## config.mk

```make
export PLATFORM = sky130hd
export DESIGN_NAME = reg_write_arb
export DESIGN_NICKNAME = d
export VERILOG_FILES = /design/src/rtl/reg_write_arb.sv
export SDC_FILE = /design/constraint.sdc
export NUM_CORES = 1
export LEC_CHECK = 0
export CAP_MARGIN = 10
export CORE_AREA = 2 2 67 69
export CTS_CLUSTER_SIZE = 30
export DETAILED_ROUTE_END_ITERATION = 10
export DIE_AREA = 0 0 69 71
export PLACE_DENSITY_LB_ADDON = 0.08
export SYNTH_ARGS = -nofsm -noshare
export SYNTH_HDL_FRONTEND = slang
export SYNTH_SLANG_ARGS = --single-unit
```

## constraint.sdc

```tcl
create_clock -name clk -period 3.1 [get_ports clk]
set_clock_uncertainty 0.1 [all_clocks]
set_input_delay 0.62 -clock clk [delete_from_list [all_inputs] [get_ports clk]]
set_output_delay 0.62 -clock clk [all_outputs]
set_load 0.03 [all_outputs]
```

## src/rtl/reg_write_arb.sv

```systemverilog
`default_nettype none
// ============================================================================
// Module   : reg_write_arb
// Purpose  : Round-robin arbiter giving N_REQ requesters write access to one
//            shared register through an IDLE -> ARB -> WRITE sequence.
// Revision : 1.0 - initial release
// ============================================================================
module reg_write_arb #(
  parameter int N_REQ = 4,
  parameter int WIDTH = 8
) (
  input  logic                   clk,
  input  logic                   rst,
  input  logic [N_REQ-1:0]       req,
  input  logic [N_REQ*WIDTH-1:0] wdata,
  output logic [N_REQ-1:0]       gnt,
  output logic [WIDTH-1:0]       q,
  output logic                   busy,
  output logic [7:0]             wr_cnt
);

  localparam int                 IW       = $clog2(N_REQ);
  localparam logic [IW-1:0]      LAST_IDX = IW'(N_REQ - 1);
  localparam logic [N_REQ-1:0]   ONE_HOT0 = N_REQ'(1);

  typedef enum logic [1:0] {
    IDLE  = 2'd0,
    ARB   = 2'd1,
    WRITE = 2'd2
  } state_t;

  state_t           state_q;
  logic [IW-1:0]    ptr_q;
  logic [IW-1:0]    win_q;
  logic [N_REQ-1:0] gnt_q;
  logic [WIDTH-1:0] q_q;
  logic             busy_q;
  logic [7:0]       wr_cnt_q;

  logic [IW-1:0]    win_d;
  logic [IW-1:0]    hi_idx_d;
  logic             hi_found_d;
  logic [IW-1:0]    lo_idx_d;
  logic [IW-1:0]    ptr_d;
  logic [WIDTH-1:0] wsel_d;
  logic             req_win_d;

  // Descending scan leaves the lowest set index at or above ptr in hi_idx,
  // and the lowest set index overall in lo_idx as the wrap-around fallback.
  always_comb begin
    hi_idx_d   = '0;
    hi_found_d = 1'b0;
    lo_idx_d   = '0;
    for (int i = N_REQ - 1; i >= 0; i--) begin
      if (req[i]) begin
        lo_idx_d = IW'(i);
        if (IW'(i) >= ptr_q) begin
          hi_idx_d   = IW'(i);
          hi_found_d = 1'b1;
        end
      end
    end
    win_d = hi_found_d ? hi_idx_d : lo_idx_d;
  end

  always_comb begin
    wsel_d    = '0;
    req_win_d = 1'b0;
    for (int i = 0; i < N_REQ; i++) begin
      if (win_q == IW'(i)) begin
        wsel_d    = wdata[i*WIDTH +: WIDTH];
        req_win_d = req[i];
      end
    end
    ptr_d = (win_q == LAST_IDX) ? '0 : win_q + IW'(1);
  end

  always_ff @(posedge clk or posedge rst) begin
    if (rst) begin
      state_q  <= IDLE;
      ptr_q    <= '0;
      win_q    <= '0;
      gnt_q    <= '0;
      q_q      <= '0;
      busy_q   <= 1'b0;
      wr_cnt_q <= '0;
    end else begin
      gnt_q <= '0;
      case (state_q)
        IDLE: begin
          if (|req) begin
            state_q <= ARB;
            busy_q  <= 1'b1;
          end
        end
        ARB: begin
          if (|req) begin
            win_q   <= win_d;
            state_q <= WRITE;
          end else begin
            state_q <= IDLE;
            busy_q  <= 1'b0;
          end
        end
        WRITE: begin
          // A requester that dropped its request before the write is skipped.
          if (req_win_d) begin
            q_q   <= wsel_d;
            gnt_q <= ONE_HOT0 << win_q;
            ptr_q <= ptr_d;
            if (wr_cnt_q != 8'hFF) begin
              wr_cnt_q <= wr_cnt_q + 8'd1;
            end
          end
          state_q <= IDLE;
          busy_q  <= 1'b0;
        end
        default: begin
          state_q <= IDLE;
          busy_q  <= 1'b0;
        end
      endcase
    end
  end

  assign gnt    = gnt_q;
  assign q      = q_q;
  assign busy   = busy_q;
  assign wr_cnt = wr_cnt_q;

endmodule
`default_nettype wire

```

==> results.txt, run 1 <==
Main combinational cell family by area after synthesis -> compound AO/OA/AOI/OAI gates
#FFs+latches synth -> 27
# port buffers -> 58
Worst skew pair latency -> 270 ps
Overflow after GRT -> 0
Reg2reg end -> wr_cnt[1]$_DFFE_PP0P_
Final min period -> 2533 ps
Via density -> 4.949
Htree depth -> 1
Area grow syn2layout -> 41.80%
Clock root buffer -> clkbuf_8
Die Span Y -> 71 microns
Xor/xnor share of the synthesized area -> 1.098%
Largest net degree at the start of global routing -> 28
Worst Hold Path EP -> busy$_DFFE_PP0P_
Routed length on met2 -> 1925 microns
Maximum vdd drop -> 0.3641 mV
Power per Cell Area -> 788.7 mW/mm^2
DR WL/cell -> 13.44 microns
Drt pass-1 iters -> 4
Hold buffer count at cts -> 0
Pins Over Slew Limit -> 0
Leak -> 1.015 nW
Seq/Total Area, Yosys -> 42.35%
CP max FO -> 19
Placed Area -> 0.002216 sq mm
Final Hold Viols -> 0
CP startpoint kind -> register
Total GRT Usage -> 14.84%
Initial antenna violation count -> 0
Final Cycle Share -> 81.70%
Design area -> 0.002262 sq mm
Most frequent cells in the layout -> 58 x clkdlybuf4s50_1, 27 x dfrtp_1, 20 x a21oi_1
Dpl cells -> 270
Yosys warnings -> 0
Syn Nets -> 208
Routed WL -> 3682 microns
Final Setup Violations -> 0
Critical Path RT -> 3160 ps
Max transition margin -> 56.36%
Synth Area in Compound Gates -> 20.55%
Min-Delay Path Class -> reg -> reg
Synth top area share -> 42.35%
Syn Inst Count -> 165
Setup CP Type -> reg -> reg
Die X -> 69 microns
Hold depth -> 1
Most common library cell in the layout ignoring fill and taps -> clkdlybuf4s50_1
Placed wire-length estimate -> 2823 microns
Global placer's final weighted congestion -> 0.8167
PostCTS Resize Cnt -> 0
Met3 WL -> 108 microns
Total setup buffers inserted after CTS -> 0
Synth area leader -> dfrtp_1
Multiplexer area fraction after synthesis -> 12.00%
Simple-gate share of the synthesized area -> 12.94%
NumNets Final -> 266
Vias -> 1356
Fin util -> 53.81%
Layout Cells excl Fill -> 274
Crit path top cell by count -> a21oi_1
WL met1 -> 1619 microns
Total core area -> 0.004204 sq mm
Antenna Nets Post-Route -> 0
Drt first-iter violations -> 44
Ant. Diodes -> 0
Layout cell share with drive strength beyond 1 -> 11.71%
Worst Hold Launch -> state_q[1]$_DFFE_PP0P_
Vias in the first global route -> 1305
First-pass GRT wire length -> 5989 microns
# DRC -> 0
CTS Buf Count -> 3
Starting Density -> 37.95%
Sw Ratio -> 40.79%
Top layer in use -> met4
Status -> complete, no violations
Fmax -> 394.8 MHz
Max clock buf depth -> 2
Clock share of power -> 11.1%
Adder-cell share of the synthesized area -> 4.549%
Arrival time of the worst setup path -> 2590 ps
Worst r2r path cells -> 6
Critical register-to-register path startpoint -> win_q[0]$_DFFE_PP0P_
Tot Pwr -> 1.784 mW
Slowest stage delay, CP -> 580 ps
Distinct cells, synth -> 37
R2R Setup Slk -> 570 ps
# Max-Cap Violations -> 0
Synth Cell Area -> 0.001595 sq mm
# IOs -> 59
Logic gate share of total power -> 56.7%
CP max stage cell -> ha_1
Sequential power share -> 32.2%
Unrepaired setup endpoints after global routing -> no
Clock Pin Slew Worst Setup and Hold Paths -> 90 ps
Die area -> 0.004899 sq mm
Worst Tran Pin Value -> 654.6 ps
P_int -> 1.056 mW
Clock sink total -> 27
Row cnt -> 24
Crit. End Element -> register
TNS Setup -> 0 ps
TritonCTS clock tree -> done
Crit-path cells -> inv_1 -> ha_1 -> a21oi_1 -> a211o_1 -> a21oi_1 -> mux2_1
Syn avg cell area -> 9.668 sq um
Switching power total -> 0.7277 mW
Leading post-synthesis cells by cell area -> dfrtp_1 42%, a21oi_1 6.3%, mux2_2 5.6%
## cells in the mapped netlist
cell,number
a211oi_4,1
nand4b_1,1
nand2b_1,1
a21o_1,2
nand3b_1,1
a21boi_0,1
nor2_1,5
o2111ai_1,1
or3b_2,1
nand4_1,1
nand3_1,2
dfrtp_1,27
buf_2,2
mux2_1,1
or3b_4,1
ha_1,5
buf_6,2
or2_2,1
a211oi_1,1
nor4_1,1
inv_1,15
a21oi_1,20
buf_1,1
nor2b_1,7
a22o_1,8
nor2_2,1
a211o_1,1
xor2_1,2
mux2_2,8
mux2_4,6
maj3_1,1
o22ai_1,1
nand2_1,15
nor3_1,2
clkbuf_1,3
o221ai_1,1
o21ai_0,15
## routing by layer
layer	GRT usage [%]	vias up
met4	3.922	0
met5	0	-
li1	-	690
met3	2.279	2
met1	18.17	637
met2	27.24	27
## final cells by class
| cell class | instances | area (sq um) |
|---|---|---|
| Fill cell | 374 | 1942 |
| Multi-Input combinational cell | 115 | 815.8 |
| Sequential cell | 27 | 675.6 |
| Timing Repair Buffer | 61 | 603.1 |
| Tap cell | 52 | 65.06 |
| Inverter | 15 | 56.30 |
| Clock buffer | 3 | 41.29 |
| Clock inverter | 1 | 5.005 |
## power groups by stage
stage | clock, mW | combinational, mW | sequential, mW
final | 0.198 | 1.01 | 0.574
after CTS | 0.206 | 1.02 | 0.575
after global placement | 0 | 1.00 | 0.574
after global routing | 0.220 | 1.10 | 0.592
after floorplan | 0 | 0.555 | 0.721
after detailed placement | 0 | 1.02 | 0.581
## flip-flops by register name, summed over array words and instances, names as in the netlist
| name | count |
|---|---|
| win_q | 2 |
| wr_cnt | 8 |
| busy | 1 |
| ptr_q | 2 |
| state_q | 2 |
| q | 8 |
| gnt | 4 |
## worst max-delay path, delay by kind of cell, from the launching register on
family,cells,cell delay (ps)
compound gates,3,830
fa+ha+maj,1,580
buf+inv,1,110
flops,1,440
mux,1,350
## metrics by stage
stage	hold WS (ps)	setup WS [ps]
after floorplan	349.2	935.6
after global placement	374.0	585.4
after detailed placement	383.3	532.2
after CTS	402.8	558.7
after global routing	420.7	401.7
final	409.3	567.3
## cells by family (layout without fill, tap and decap cells)
family          Yosys count  count (layout)
compound gates           52              52
simple gates             40              40
flops                    27              27
buf+inv                  23              80
mux                      15              15
fa+ha+maj                 6               6
xor+xnor                  2               2
## worst max-delay path by stage
stage / slack [ps] / start / endpoint
2_1_floorplan: 940 / win_q[0]$_DFFE_PP0P_ / wr_cnt[1]$_DFFE_PP0P_
3_3_place_gp: 590 / req[1] / wr_cnt[1]$_DFFE_PP0P_
4_1_cts: 560 / win_q[0]$_DFFE_PP0P_ / wr_cnt[1]$_DFFE_PP0P_
3_5_place_dp: 530 / req[1] / wr_cnt[1]$_DFFE_PP0P_
6_report: 570 / win_q[0]$_DFFE_PP0P_ / wr_cnt[1]$_DFFE_PP0P_
5_1_grt: 400 / win_q[0]$_DFFE_PP0P_ / wr_cnt[1]$_DFFE_PP0P_
(Power assumes the default switching activity.)
==> inputs of run 2 (changes only) <==
Clock period 3.1 ns to 2.4 ns, I/O delays scaled along.
==> results.txt, run 2 (synthesized netlist as in run 1, its figures left out) <==
Status -> complete, no violations
Global placer's final weighted congestion -> 0.8280 (+1.4%)
Worst Tran Pin Value -> 521.1 ps (-133.5 ps)
Fmax -> 461.8 MHz (+17%)
Final min period -> 2165 ps (-367.4 ps)
Final Hold Viols -> 0 (unchanged)
Hold buffer count at cts -> 0 (unchanged)
Drt first-iter violations -> 75 (+70%)
CTS Buf Count -> 3 (unchanged)
NumNets Final -> 271 (+1.9%)
Largest net degree at the start of global routing -> 28 (unchanged)
TritonCTS clock tree -> done
First-pass GRT wire length -> 6451 microns (+7.7%)
PostCTS Resize Cnt -> 0 (unchanged)
Area grow syn2layout -> 44.31%
Die X -> 69 microns (unchanged)
Antenna Nets Post-Route -> 0 (unchanged)
Pins Over Slew Limit -> 0 (unchanged)
Min-Delay Path Class -> reg -> reg
Via density -> 5.075 (+2.6%)
Clock root buffer -> clkbuf_8
Total setup buffers inserted after CTS -> 0 (unchanged)
# Max-Cap Violations -> 0 (unchanged)
Power per Cell Area -> 1027 mW/mm^2 (+30%)
Max clock buf depth -> 2 (unchanged)
Critical Path RT -> 2460 ps (-700 ps)
WL met1 -> 1578 microns (-2.5%)
Met3 WL -> 135 microns (+25%)
Maximum vdd drop -> 0.5097 mV (+40%)
Unrepaired setup endpoints after global routing -> no
Most frequent cells in the layout -> 58 x clkdlybuf4s50_1, 27 x dfrtp_1, 20 x a21oi_1
# port buffers -> 58 (unchanged)
Overflow after GRT -> 0 (unchanged)
Arrival time of the worst setup path -> 2220 ps (-370 ps)
Most common library cell in the layout ignoring fill and taps -> clkdlybuf4s50_1
Vias in the first global route -> 1424 (+9.1%)
Layout cell share with drive strength beyond 1 -> 13.66% (+1.9 points)
Max transition margin -> 64.94% (+8.6 points)
Routed length on met2 -> 2045 microns (+6.2%)
Setup slack after placement -> 38.42 ps (-493.8 ps)
CP max FO -> 5 (-14)
Total core area -> 0.004204 sq mm (unchanged)
Htree depth -> 1 (unchanged)
Worst skew pair latency -> 270 ps (about the same)
Die area -> 0.004899 sq mm (unchanged)
Clock sink total -> 27 (unchanged)
Row cnt -> 24 (unchanged)
# DRC -> 0 (unchanged)
Initial antenna violation count -> 0 (unchanged)
Die Span Y -> 71 microns (unchanged)
Ant. Diodes -> 0 (unchanged)
Setup CP Type -> reg -> reg
Crit. End Element -> register
Starting Density -> 37.95% (unchanged)
# IOs -> 59 (unchanged)
Final Setup Violations -> 0 (unchanged)
Drt pass-1 iters -> 4 (unchanged)
Final Cycle Share -> 90.22% (+8.5 points)
Vias -> 1416 (+4.4%)
DR WL/cell -> 13.54 microns (+0.80%)
Placed wire-length estimate -> 2991 microns (+6.0%)
Final setup margin -> 234.7 ps (-332.6 ps)
Routed WL -> 3779 microns (+2.6%)
TNS Setup -> 0 ps (unchanged)
CP startpoint kind -> register
Top layer in use -> met4
Total GRT Usage -> 15.92% (+1.1 points)
Leak -> 1.036 nW (+2.0%)
Clock Pin Slew Worst Setup and Hold Paths -> 90 ps (about the same)
-- run 2: routing by layer --
layer | track usage, % | vias to the layer above
met5 | 0 | -
met4 | 3.486 | 0
met3 | 2.279 | 2
met2 | 29.49 | 27
met1 | 19.68 | 686
li1 | - | 701
-- run 2: final timing paths --
path,depth (start not counted),endpoint,slack (ps),startpoint
max in group asynchronous,3,busy$_DFFE_PP0P_,1480,rst
min,1,busy$_DFFE_PP0P_,400,state_q[1]$_DFFE_PP0P_
max reg2reg,5,wr_cnt[1]$_DFFE_PP0P_,230,win_q[0]$_DFFE_PP0P_
min reg2reg,1,busy$_DFFE_PP0P_,400,state_q[1]$_DFFE_PP0P_
max,5,wr_cnt[1]$_DFFE_PP0P_,230,win_q[0]$_DFFE_PP0P_
min in group asynchronous,3,q[7]$_DFFE_PP0P_,460,rst
-- run 2: power breakdown --
group / leakage, nW / internal [mW] / switching [mW]
sequential: 0.349 / 0.610 / 0.132
combinational: 0.665 / 0.670 / 0.688
clock: 0.0217 / 0.118 / 0.146
total: 1.04 / 1.40 / 0.966
-- run 2: cell type report --
class	count	area, sq um
inverter	15	56.30
sequential	27	675.6
multi-input combinational	115	815.8
tap	52	65.06
clock buffer	3	41.29
clock inverter	1	7.507
timing repair buffer	66	640.6
fill	381	1902
-- run 2: per-stage QoR --
step / cells / total power [mW] / instance area, sq um / hold WS (ps) / util, %
global placement: 275 / 2.078 / 2253 / 379.3 / 53.60
detailed placement: 275 / 2.119 / 2253 / 384.8 / 53.60
global route: 279 / 2.545 / 2302 / 440.4 / 54.76
finish: 279 / 2.364 / 2302 / 401.7 / 54.76
CTS: 279 / 2.386 / 2302 / 398.1 / 54.76
floorplan: 165 / 1.648 / 1595 / 349.2 / -
-- run 2: critical path: stages, from the launching register on --
cell     delay [ps]
dfrtp_1         440
ha_1            230
or3b_4          400
a211o_1         290
a21oi_1         240
mux2_1          350
==> inputs of run 3 (changes only) <==
Settings changed: ABC_AREA set to 0.
==> results of run 3 <==
Same layout as run 2: the final DEF is identical, and so are final timing and power.
